## src/rtl/esc_rx_responder_if.sv

```systemverilog
// Escalation link between sender (master) and responder (slave).
// Level-coded link, no valid/ready. Each side drives its 2-bit differential
// pair every cycle, synchronous to clk: esc_tx = {esc_p, esc_n} and
// esc_rx = {resp_p, resp_n}. A valid level has p != n. p == n is a
// signal-integrity fault.
interface esc_rx_responder_if;
    logic [1:0] esc_tx;
    logic [1:0] esc_rx;

    modport master (output esc_tx, input esc_rx);
    modport slave  (input esc_tx, output esc_rx);
endinterface

```

## src/rtl/esc_rx_responder.sv

```systemverilog
// Escalation receiver: decodes esc_tx, answers pings/escalations on esc_rx, drives esc_req_o.
// Optional ESC_RX_SIGINT_ESC_EN: a signal-integrity fault also raises esc_req_o (fail-safe).
module esc_rx_responder #(
    parameter int unsigned EscCntW = 16
) (
    input  logic                 clk,
    input  logic                 rst_n,
    esc_rx_responder_if.slave    esc_if,
    output logic                 esc_req_o,
    output logic                 sigint_o,
    output logic                 ping_ok_o,
    output logic [EscCntW-1:0]   esc_cnt_o,
    output logic [1:0]           state_o
);

    typedef enum logic [1:0] {
        IDLE   = 2'd0,
        CHECK  = 2'd1,
        ESC    = 2'd2,
        SIGINT = 2'd3
    } state_e;

`ifdef ESC_RX_SIGINT_ESC_EN
    localparam logic SigintReq = 1'b1;
`else
    localparam logic SigintReq = 1'b0;
`endif

    state_e               state_q, state_d;
    logic                 resp_p_q, resp_p_d;
    logic                 resp_n_q, resp_n_d;
    logic                 esc_req_q, esc_req_d;
    logic                 sigint_q, sigint_d;
    logic                 ping_ok_q, ping_ok_d;
    logic [EscCntW-1:0]   esc_cnt_q, esc_cnt_d;

    logic lvl_hi, lvl_lo, sig_err;

    assign lvl_hi  =  esc_if.esc_tx[1] & ~esc_if.esc_tx[0];
    assign lvl_lo  = ~esc_if.esc_tx[1] &  esc_if.esc_tx[0];
    assign sig_err =  esc_if.esc_tx[1] == esc_if.esc_tx[0];

    always_comb begin
        state_d   = state_q;
        resp_p_d  = 1'b0;
        resp_n_d  = 1'b1;
        esc_req_d = 1'b0;
        sigint_d  = 1'b0;
        ping_ok_d = 1'b0;
        esc_cnt_d = esc_cnt_q;

        if (sig_err) begin
            // Fault pattern: both rails equal, starting high and toggling while the fault persists.
            state_d   = SIGINT;
            sigint_d  = 1'b1;
            esc_req_d = SigintReq;
            if (state_q == SIGINT) begin
                resp_p_d = ~resp_p_q;
                resp_n_d = ~resp_p_q;
            end else begin
                resp_p_d = 1'b1;
                resp_n_d = 1'b1;
            end
        end else begin
            unique case (state_q)
                IDLE: begin
                    if (lvl_hi) begin
                        state_d  = CHECK;
                        resp_p_d = 1'b1;
                        resp_n_d = 1'b0;
                    end
                end
                CHECK: begin
                    if (lvl_hi) begin
                        state_d   = ESC;
                        esc_req_d = 1'b1;
                        esc_cnt_d = EscCntW'(1);
                    end else if (lvl_lo) begin
                        state_d   = IDLE;
                        ping_ok_d = 1'b1;
                    end
                end
                ESC: begin
                    if (lvl_hi) begin
                        esc_req_d = 1'b1;
                        resp_p_d  = ~resp_p_q;
                        resp_n_d  = resp_p_q;
                        if (esc_cnt_q != {EscCntW{1'b1}}) begin
                            esc_cnt_d = esc_cnt_q + EscCntW'(1);
                        end
                    end else if (lvl_lo) begin
                        state_d = IDLE;
                    end
                end
                SIGINT: begin
                    // A clean high level after a fault is taken as a fresh request.
                    if (lvl_hi) begin
                        state_d  = CHECK;
                        resp_p_d = 1'b1;
                        resp_n_d = 1'b0;
                    end else if (lvl_lo) begin
                        state_d = IDLE;
                    end
                end
                default: state_d = IDLE;
            endcase
        end
    end

    always_ff @(posedge clk or negedge rst_n) begin
        if (!rst_n) begin
            state_q   <= IDLE;
            resp_p_q  <= 1'b0;
            resp_n_q  <= 1'b1;
            esc_req_q <= 1'b0;
            sigint_q  <= 1'b0;
            ping_ok_q <= 1'b0;
            esc_cnt_q <= '0;
        end else begin
            state_q   <= state_d;
            resp_p_q  <= resp_p_d;
            resp_n_q  <= resp_n_d;
            esc_req_q <= esc_req_d;
            sigint_q  <= sigint_d;
            ping_ok_q <= ping_ok_d;
            esc_cnt_q <= esc_cnt_d;
        end
    end

    assign esc_if.esc_rx = {resp_p_q, resp_n_q};
    assign esc_req_o     = esc_req_q;
    assign sigint_o      = sigint_q;
    assign ping_ok_o     = ping_ok_q;
    assign esc_cnt_o     = esc_cnt_q;
    assign state_o       = state_q;

endmodule

```

## src/flat_wrapper.sv

```systemverilog
// flat-port wrapper written by rule: the top's interface ports become plain ports
module esc_rx_responder_flat 
#(
    parameter int unsigned EscCntW = 16
)
  (clk, rst_n, esc_req_o, sigint_o, ping_ok_o, esc_cnt_o, state_o, esc_if_esc_tx, esc_if_esc_rx);
  esc_rx_responder_if esc_if_i ();
  input  logic clk;
  input  logic rst_n;
  output logic esc_req_o;
  output logic sigint_o;
  output logic ping_ok_o;
  output logic [EscCntW-1:0] esc_cnt_o;
  output logic [1:0] state_o;
  input wire logic [$bits(esc_if_i.esc_tx)-1:0] esc_if_esc_tx;
  output wire logic [$bits(esc_if_i.esc_rx)-1:0] esc_if_esc_rx;
  assign esc_if_i.esc_tx = esc_if_esc_tx;
  assign esc_if_esc_rx = esc_if_i.esc_rx;
  esc_rx_responder #(.EscCntW(EscCntW)) u_core (.clk(clk), .rst_n(rst_n), .esc_if(esc_if_i), .esc_req_o(esc_req_o), .sigint_o(sigint_o), .ping_ok_o(ping_ok_o), .esc_cnt_o(esc_cnt_o), .state_o(state_o));
endmodule
```

## config.mk

```make
export PLATFORM = sky130hd
export DESIGN_NAME = esc_rx_responder_flat
export DESIGN_NICKNAME = d
export VERILOG_FILES = /design/src/rtl/esc_rx_responder_if.sv /design/src/rtl/esc_rx_responder.sv /design/src/flat_wrapper.sv
export SDC_FILE = /design/constraint.sdc
export NUM_CORES = 1
export LEC_CHECK = 0
export ABC_AREA = 1
export CAP_MARGIN = 0
export CORE_ASPECT_RATIO = 0.9
export CORE_MARGIN = 2
export CORE_UTILIZATION = 47
export CTS_CLUSTER_DIAMETER = 30
export DETAILED_ROUTE_END_ITERATION = 8
export PLACE_DENSITY = 0.75
export SLEW_MARGIN = 10
export SYNTH_ARGS = -nofsm -noshare
export SYNTH_HDL_FRONTEND = slang
export SYNTH_SLANG_ARGS = --single-unit
```

## constraint.sdc

```tcl
create_clock -name clk -period 1.4 [get_ports clk]
set_input_delay 0.14 -clock clk [delete_from_list [all_inputs] [get_ports clk]]
set_output_delay 0.14 -clock clk [all_outputs]
set_load 0.03 [all_outputs]
```

==> results of run 1 <==
[repair_timing]
item,in CTS,in global routing
resized for setup,28,15
pin swaps,1,1
endpoints found under the setup margin,40,26
[power groups by stage]
stage / clock (mW) / combinational [mW] / sequential, mW
after floorplan: 0 / 0.747 / 0.981
after global placement: 0 / 1.44 / 0.846
after detailed placement: 0 / 1.46 / 0.847
after CTS: 0.324 / 1.43 / 0.833
after global routing: 0.347 / 1.55 / 0.851
final: 0.312 / 1.42 / 0.838
[flip-flops by register name, indices dropped and copies added (netlist names)]
register,count
u_core.esc_cnt_o,16
u_core.esc_req_o,1
u_core.ping_ok_o,1
u_core.resp_n_q,1
u_core.resp_p_q,1
u_core.sigint_o,1
u_core.state_o,2
[cells in the final DEF, fill, tap and decap left out, types with 4 or more instances in the layout]
cell           count
ha_1               4
dlygate4sd2_1     17
clkbuf_2           5
inv_1             23
dfrtp_2            6
nand2_1           49
nand3_1           10
o21ai_2           10
o21ai_0            4
o21ai_1            7
a21oi_1            7
dfrtp_1           16
xor2_1             5
nor2_1            13
buf_4             31
[Yosys cell counts (3+ instances only)]
master	instances	area share, %
nand2_1	50	12
o21ai_1	5	1.7
dfrtp_1	22	36
xor2_1	5	2.9
o21ai_2	10	5.8
buf_6	3	2.2
xnor2_1	3	1.7
a21oi_1	7	2.3
nor2_1	15	3.7
inv_1	26	6.5
nor3_1	3	0.99
ha_1	8	6.6
nand3_1	10	3.3
o21ai_0	6	2.0
[area by class of cell]
| class | instances | area, sq um | area share, % |
|---|---|---|---|
| Clock buffer | 3 | 22.52 | 1.086 |
| Multi-Input combinational cell | 137 | 827.0 | 39.89 |
| Clock inverter | 1 | 5.005 | 0.2414 |
| Timing Repair Buffer | 59 | 478.0 | 23.05 |
| Sequential cell | 23 | 584.3 | 28.18 |
| Tap cell | 42 | 52.55 | 2.535 |
| Inverter | 27 | 103.9 | 5.009 |
[layer usage]
metal / up-vias / GRT usage [%] / share of wire, %
li1: 730 / - / -
met1: 644 / 25.47 / 48
met2: 32 / 32.18 / 47
met3: 6 / 3.883 / 3.7
met4: 0 / 6.522 / 1.5
met5: - / 0 / 0
[metrics by stage]
step | hold WS, ps | utilization [%]
after global routing | 185.9 | 67.61
after floorplan | -155.6 | -
after global placement | 515.1 | 67.44
final | 155.3 | 67.61
after CTS | 162.9 | 67.93
after detailed placement | 519.8 | 67.44
[path summary, 6_finish.rpt]
kind	from	end	slack [ps]
max in group asynchronous	rst_n	u_core.resp_n_q	960
worst min-delay path	rst_n	u_core.state_o[0]	160
worst max register to register	u_core.state_o[0]	u_core.esc_cnt_o[13]	-60
worst max-delay path	u_core.state_o[0]	u_core.esc_cnt_o[13]	-60
min in group clk	u_core.esc_cnt_o[13]	u_core.esc_cnt_o[13]	570
worst min register to register	u_core.esc_cnt_o[13]	u_core.esc_cnt_o[13]	570
[kinds of logic after synthesis]
kind of cell	count (synthesis)	share of synthesized area, %
adder cells (fa/ha/maj)	8	6.634
AND/OR/NAND/NOR	88	25.95
flip-flops	23	38.23
XOR/XNOR	8	4.644
buffers and inverters	33	10.28
AO/OA/AOI/OAI	33	14.26
==> impl_metrics.ini, run 1 <==
[critical_path]
cpPeakStageDelay_ps = 440
critical_path_buf_inv_count = 2
start_kind = flip-flop
crit_cells = 6
crit_family = flip-flops
crit_chain = inv_4 -> ha_4 -> and3_4 -> nand4_2 -> buf_4 -> o21ai_0
worst_ep_arrival_time_ps = 1700
path_class = flip-flop to flip-flop
cp_data_required_time_ps = 1650
crit_path_end_kind = flip-flop
slowest_stage = dfrtp_2
crit_fanout = 6
r2r_cells = 6

[pwr]
finalPower_mw = 2.571
p_seq_share_pct = 32.6
swShare_pct = 40.74
p_sw_mw = 1.048
power.density_mw_per_mm2 = 1240
p_comb_share_pct = 55.3
p_leak_nw = 1.043
intPower_mw = 1.524
vdd_drop_max_uv = 937.7
clockPowerShare_pct = 12.1

[cells_and_area]
fillCellCount = 258
final_cell_area_sq_mm = 0.002073
instances_no_fill = 292
areaGrowthSynthToFinish_pct = 37.40
finalNetCount = 263
drive_above_1_share_pct = 30.80
diodes = 0

[route]
drtAntennaViolNets = 0
drt_iter0_markers = 54
drt-total-wl_mm = 3.229
vias = 1412
wl_per_cell_microns = 11.06
dr.pass1.iters = 4
via_per_inst = 4.836
drc_errors = 0

[logic_synthesis]
synth_cells = 193
synth_cell_types = 31
synth_area_sq_mm = 0.001509
seq_area_frac_synth_pct = 38.23
synth_warnings = 0
synth_edf_count = 0
syn_avg_cell_area_sq_um = 7.818
syn_nets = 205
synth_ff_type = dfrtp_1
synth_seq_cells = 23
synthArstFlopShare_pct = 100.0

[die]
die_width_microns = 63.73
die_h_microns = 57.76
fp.coreArea_sq_mm = 0.003067
die_area_sq_mm = 0.003680
start_util_pct = 49.20
row_count = 19
ioPinCount = 27

[clocking]
clkSinkCount = 23
cts_buffers = 3
clock_latency_ps = 320
clk_pin_slew_worst_paths_ps = 120
post-cts-setup-buffer-count = 0
cts_root_buf = clkbuf_4
cts_tree = built
hold_buffers = 0
cts.path.max_buffers = 2
h-tree-depth = 1

[grt]
grt_antenna_before_repair = 0
grt_start_max_net_pins = 24
gr-total-overflow = 0
grt_use_total_pct = 19.34
grt_pass1_wl_mm = 5.602
grt_pass1_vias = 1270

[timing]
slew_headroom_pct = 79.15
tns_ps = -385.2
tightest_slew_ps = 313.9
fmax_mhz = 685.9
finClkSkew_ps = 4.381
post-route-period-util_pct = 104.1
worst_slack_ps = -57.94
hold_viol_final = 0
slew_violations = 0
rsz0062_at_grt = yes
period_minus_slack_ps = 1458
setup_viol = 18

[placement]
pre_cts_ws_ps = -362.1
dp_hpwl_mm = 2.524
place_area_sq_mm = 0.002068
port_buffers = 26
routabilityCongestion = 0.8128
place_inst = 288

[outcome]
outcome = complete, but fails checks
violations = setup timing

[worst_hold_path]
hold_path_class = primary input to asynchronous set/reset pin

[flow_run]
cap_violations = 0
(Power assumes the default switching activity.)
==> run 2: changes to the inputs <==
GPL_ROUTABILITY_DRIVEN = 0   (was default)
==> results of run 2 <==
Final layout, timing and power as in run 1 (identical DEF).
==> run 3: changes to the inputs <==
CORE_ASPECT_RATIO = 0.6   (was 0.9)
==> run 3 against run 2 <==
- the run still ends with setup timing left
- via count increased by 21%
- sequential share of layout area shrank 3.9 points
- critical path type unchanged
- core utilization is 14 points higher
- wire length is 67% higher
- power is 35% higher
- critical path depth up 3
- clock power is 33% higher
- largest cell class unchanged
==> impl_metrics.ini, run 3 (synthesis results as in run 1) <==
[die]
ioPinCount = 27
row_count = 15
die_h_microns = 47.89
die_width_microns = 77.15
fp.coreArea_sq_mm = 0.002965
start_util_pct = 50.89
die_area_sq_mm = 0.003695

[timing]
period_minus_slack_ps = 1640
post-route-period-util_pct = 117.1
rsz0062_at_grt = yes
setup_viol = 18
tightest_slew_ps = 360.3
worst_slack_ps = -239.8
fmax_mhz = 609.8
slew_violations = 0
hold_viol_final = 0
finClkSkew_ps = 3.147
slew_headroom_pct = 75.80

[critical_path]
path_class = flip-flop to flip-flop
crit_path_end_kind = flip-flop
crit_path_start = u_core.esc_cnt_o[6]
start_kind = flip-flop
crit_fanout = 5
r2r_slack_ps = -240
cp_data_required_time_ps = 1600
rr_startpoint = u_core.esc_cnt_o[6]
worst_ep_arrival_time_ps = 1840
timing.rr.end = u_core.esc_cnt_o[2]
r2r_cells = 9
cp-endpoint = u_core.esc_cnt_o[2]

[cells_and_area]
largest_register_ffs = 16
final_cell_area_sq_mm = 0.002409
finalNetCount = 271
instances_no_fill = 300
areaGrowthSynthToFinish_pct = 59.62
mostFrequentLayoutCell = nand2_1
diodes = 0
final_cell_mix = 34 x nand2_1, 31 x buf_4, 19 x inv_1, 19 x dlygate4sd2_1, 16 x dfrtp_1
drive_above_1_share_pct = 44.96

[outcome]
violations = setup timing
outcome = complete, but fails checks

[route]
dr.pass1.iters = 5
drt-total-wl_mm = 5.399
drt_iter0_markers = 208
drc_errors = 0
drtAntennaViolNets = 0
vias = 1707
wl_per_cell_microns = 18.00
via_per_inst = 5.690

[pwr]
p_sw_mw = 1.504
finalPower_mw = 3.469
power.density_mw_per_mm2 = 1440
p_seq_share_pct = 25.1
p_leak_nw = 1.180
intPower_mw = 1.965
vdd_drop_max_uv = 1288
swShare_pct = 43.35
p_comb_share_pct = 62.9
clockPowerShare_pct = 12.0

[grt]
grt_use_total_pct = 24.02
grt_pass1_wl_mm = 6.748
gr-total-overflow = 0
grt_start_max_net_pins = 24
grt_antenna_before_repair = 0
grt_pass1_vias = 1480

[placement]
place_inst = 286
port_buffers = 26
place_area_sq_mm = 0.002053
dp_hpwl_mm = 2.961

[clocking]
cts.path.max_buffers = 2
h-tree-depth = 1
cts_root_buf = clkbuf_8
hold_buffers = 0
clk_pin_slew_worst_paths_ps = 80
clkSinkCount = 23
cts_tree = built
cts_buffers = 3
clock_latency_ps = 260

[flow_run]
cap_violations = 0

[worst_hold_path]
hold_path_class = primary input to asynchronous set/reset pin
==> run 3: changes by cell type in the layout (fill, tap and decap cells not counted), sizes merged <==
cell / change
clkinv: -1
clkdlybuf4s15: -1
dlygate4sd2: +2
buf: +6
clkdlybuf4s50: -1
dlymetal6s2s: +3
==> run 3: stage by stage <==
stage          util (%)  worst slack (ps)  hold slack [ps]  TNS (ps)
2_1_floorplan         -            -80.29           -155.6     -1246
3_3_place_gp      69.24            -355.9            520.1     -6362
3_5_place_dp      69.24            -441.1            524.2     -7823
4_1_cts           71.77            -120.4            239.7     -1297
5_1_grt           81.22            -280.9            269.4     -4477
6_report          81.22            -239.8            226.8     -3722
==> run 3: worst max-delay path: stages (launching register included) <==
cell and delay [ps]:
dfrtp_1 470, nand2_1 140, inv_1 100, nand2_1 100
nor2_4 160, nand3_2 140, nand3_4 160, clkbuf_16 190
nand2_2 60, o21ai_2 60
==> run 3: layout make-up <==
cell class,count,area (sq um)
Timing Repair Buffer,67,615.6
Fill cell,176,556.8
Tap cell,42,52.55
Clock buffer,4,45.04
Multi-Input combinational cell,137,1002
Inverter,27,108.9
Sequential cell,23,584.3
==> run 3: how the worst min path moves through the flow <==
stage           from                  end  slack, ps  cells past startpoint
2_1_floorplan  rst_n  u_core.esc_cnt_o[0]       -160                      0
3_3_place_gp   rst_n  u_core.esc_cnt_o[3]        520                      2
3_5_place_dp   rst_n    u_core.state_o[0]        520                      2
4_1_cts        rst_n    u_core.state_o[0]        240                      2
5_1_grt        rst_n    u_core.state_o[0]        270                      2
6_report       rst_n    u_core.state_o[0]        230                      2
==> run 3: per-layer routing <==
layer,vias to the layer above,GRT usage [%],wire [microns]
li1,745,-,-
met1,807,28.64,2119
met2,132,42.09,2465
met3,23,7.547,616
met4,0,10.71,197
met5,-,0,0
==> run 3: power groups by stage <==
stage	Sequential (mW)	Combinational, mW	Clock [mW]
6_report	0.871	2.18	0.416
5_1_grt	0.879	2.26	0.440
4_1_cts	0.855	1.47	0.416
3_5_place_dp	0.859	1.43	0
3_3_place_gp	0.852	1.40	0
2_1_floorplan	0.981	0.747	0
==> run 3: timing repair <==
action | 4_1_cts | 5_1_grt
buffers inserted | 0 | 7
setup endpoints to repair | 38 | 22
pin swaps | 1 | 9
resized for setup | 35 | 57
cloned | 0 | 3
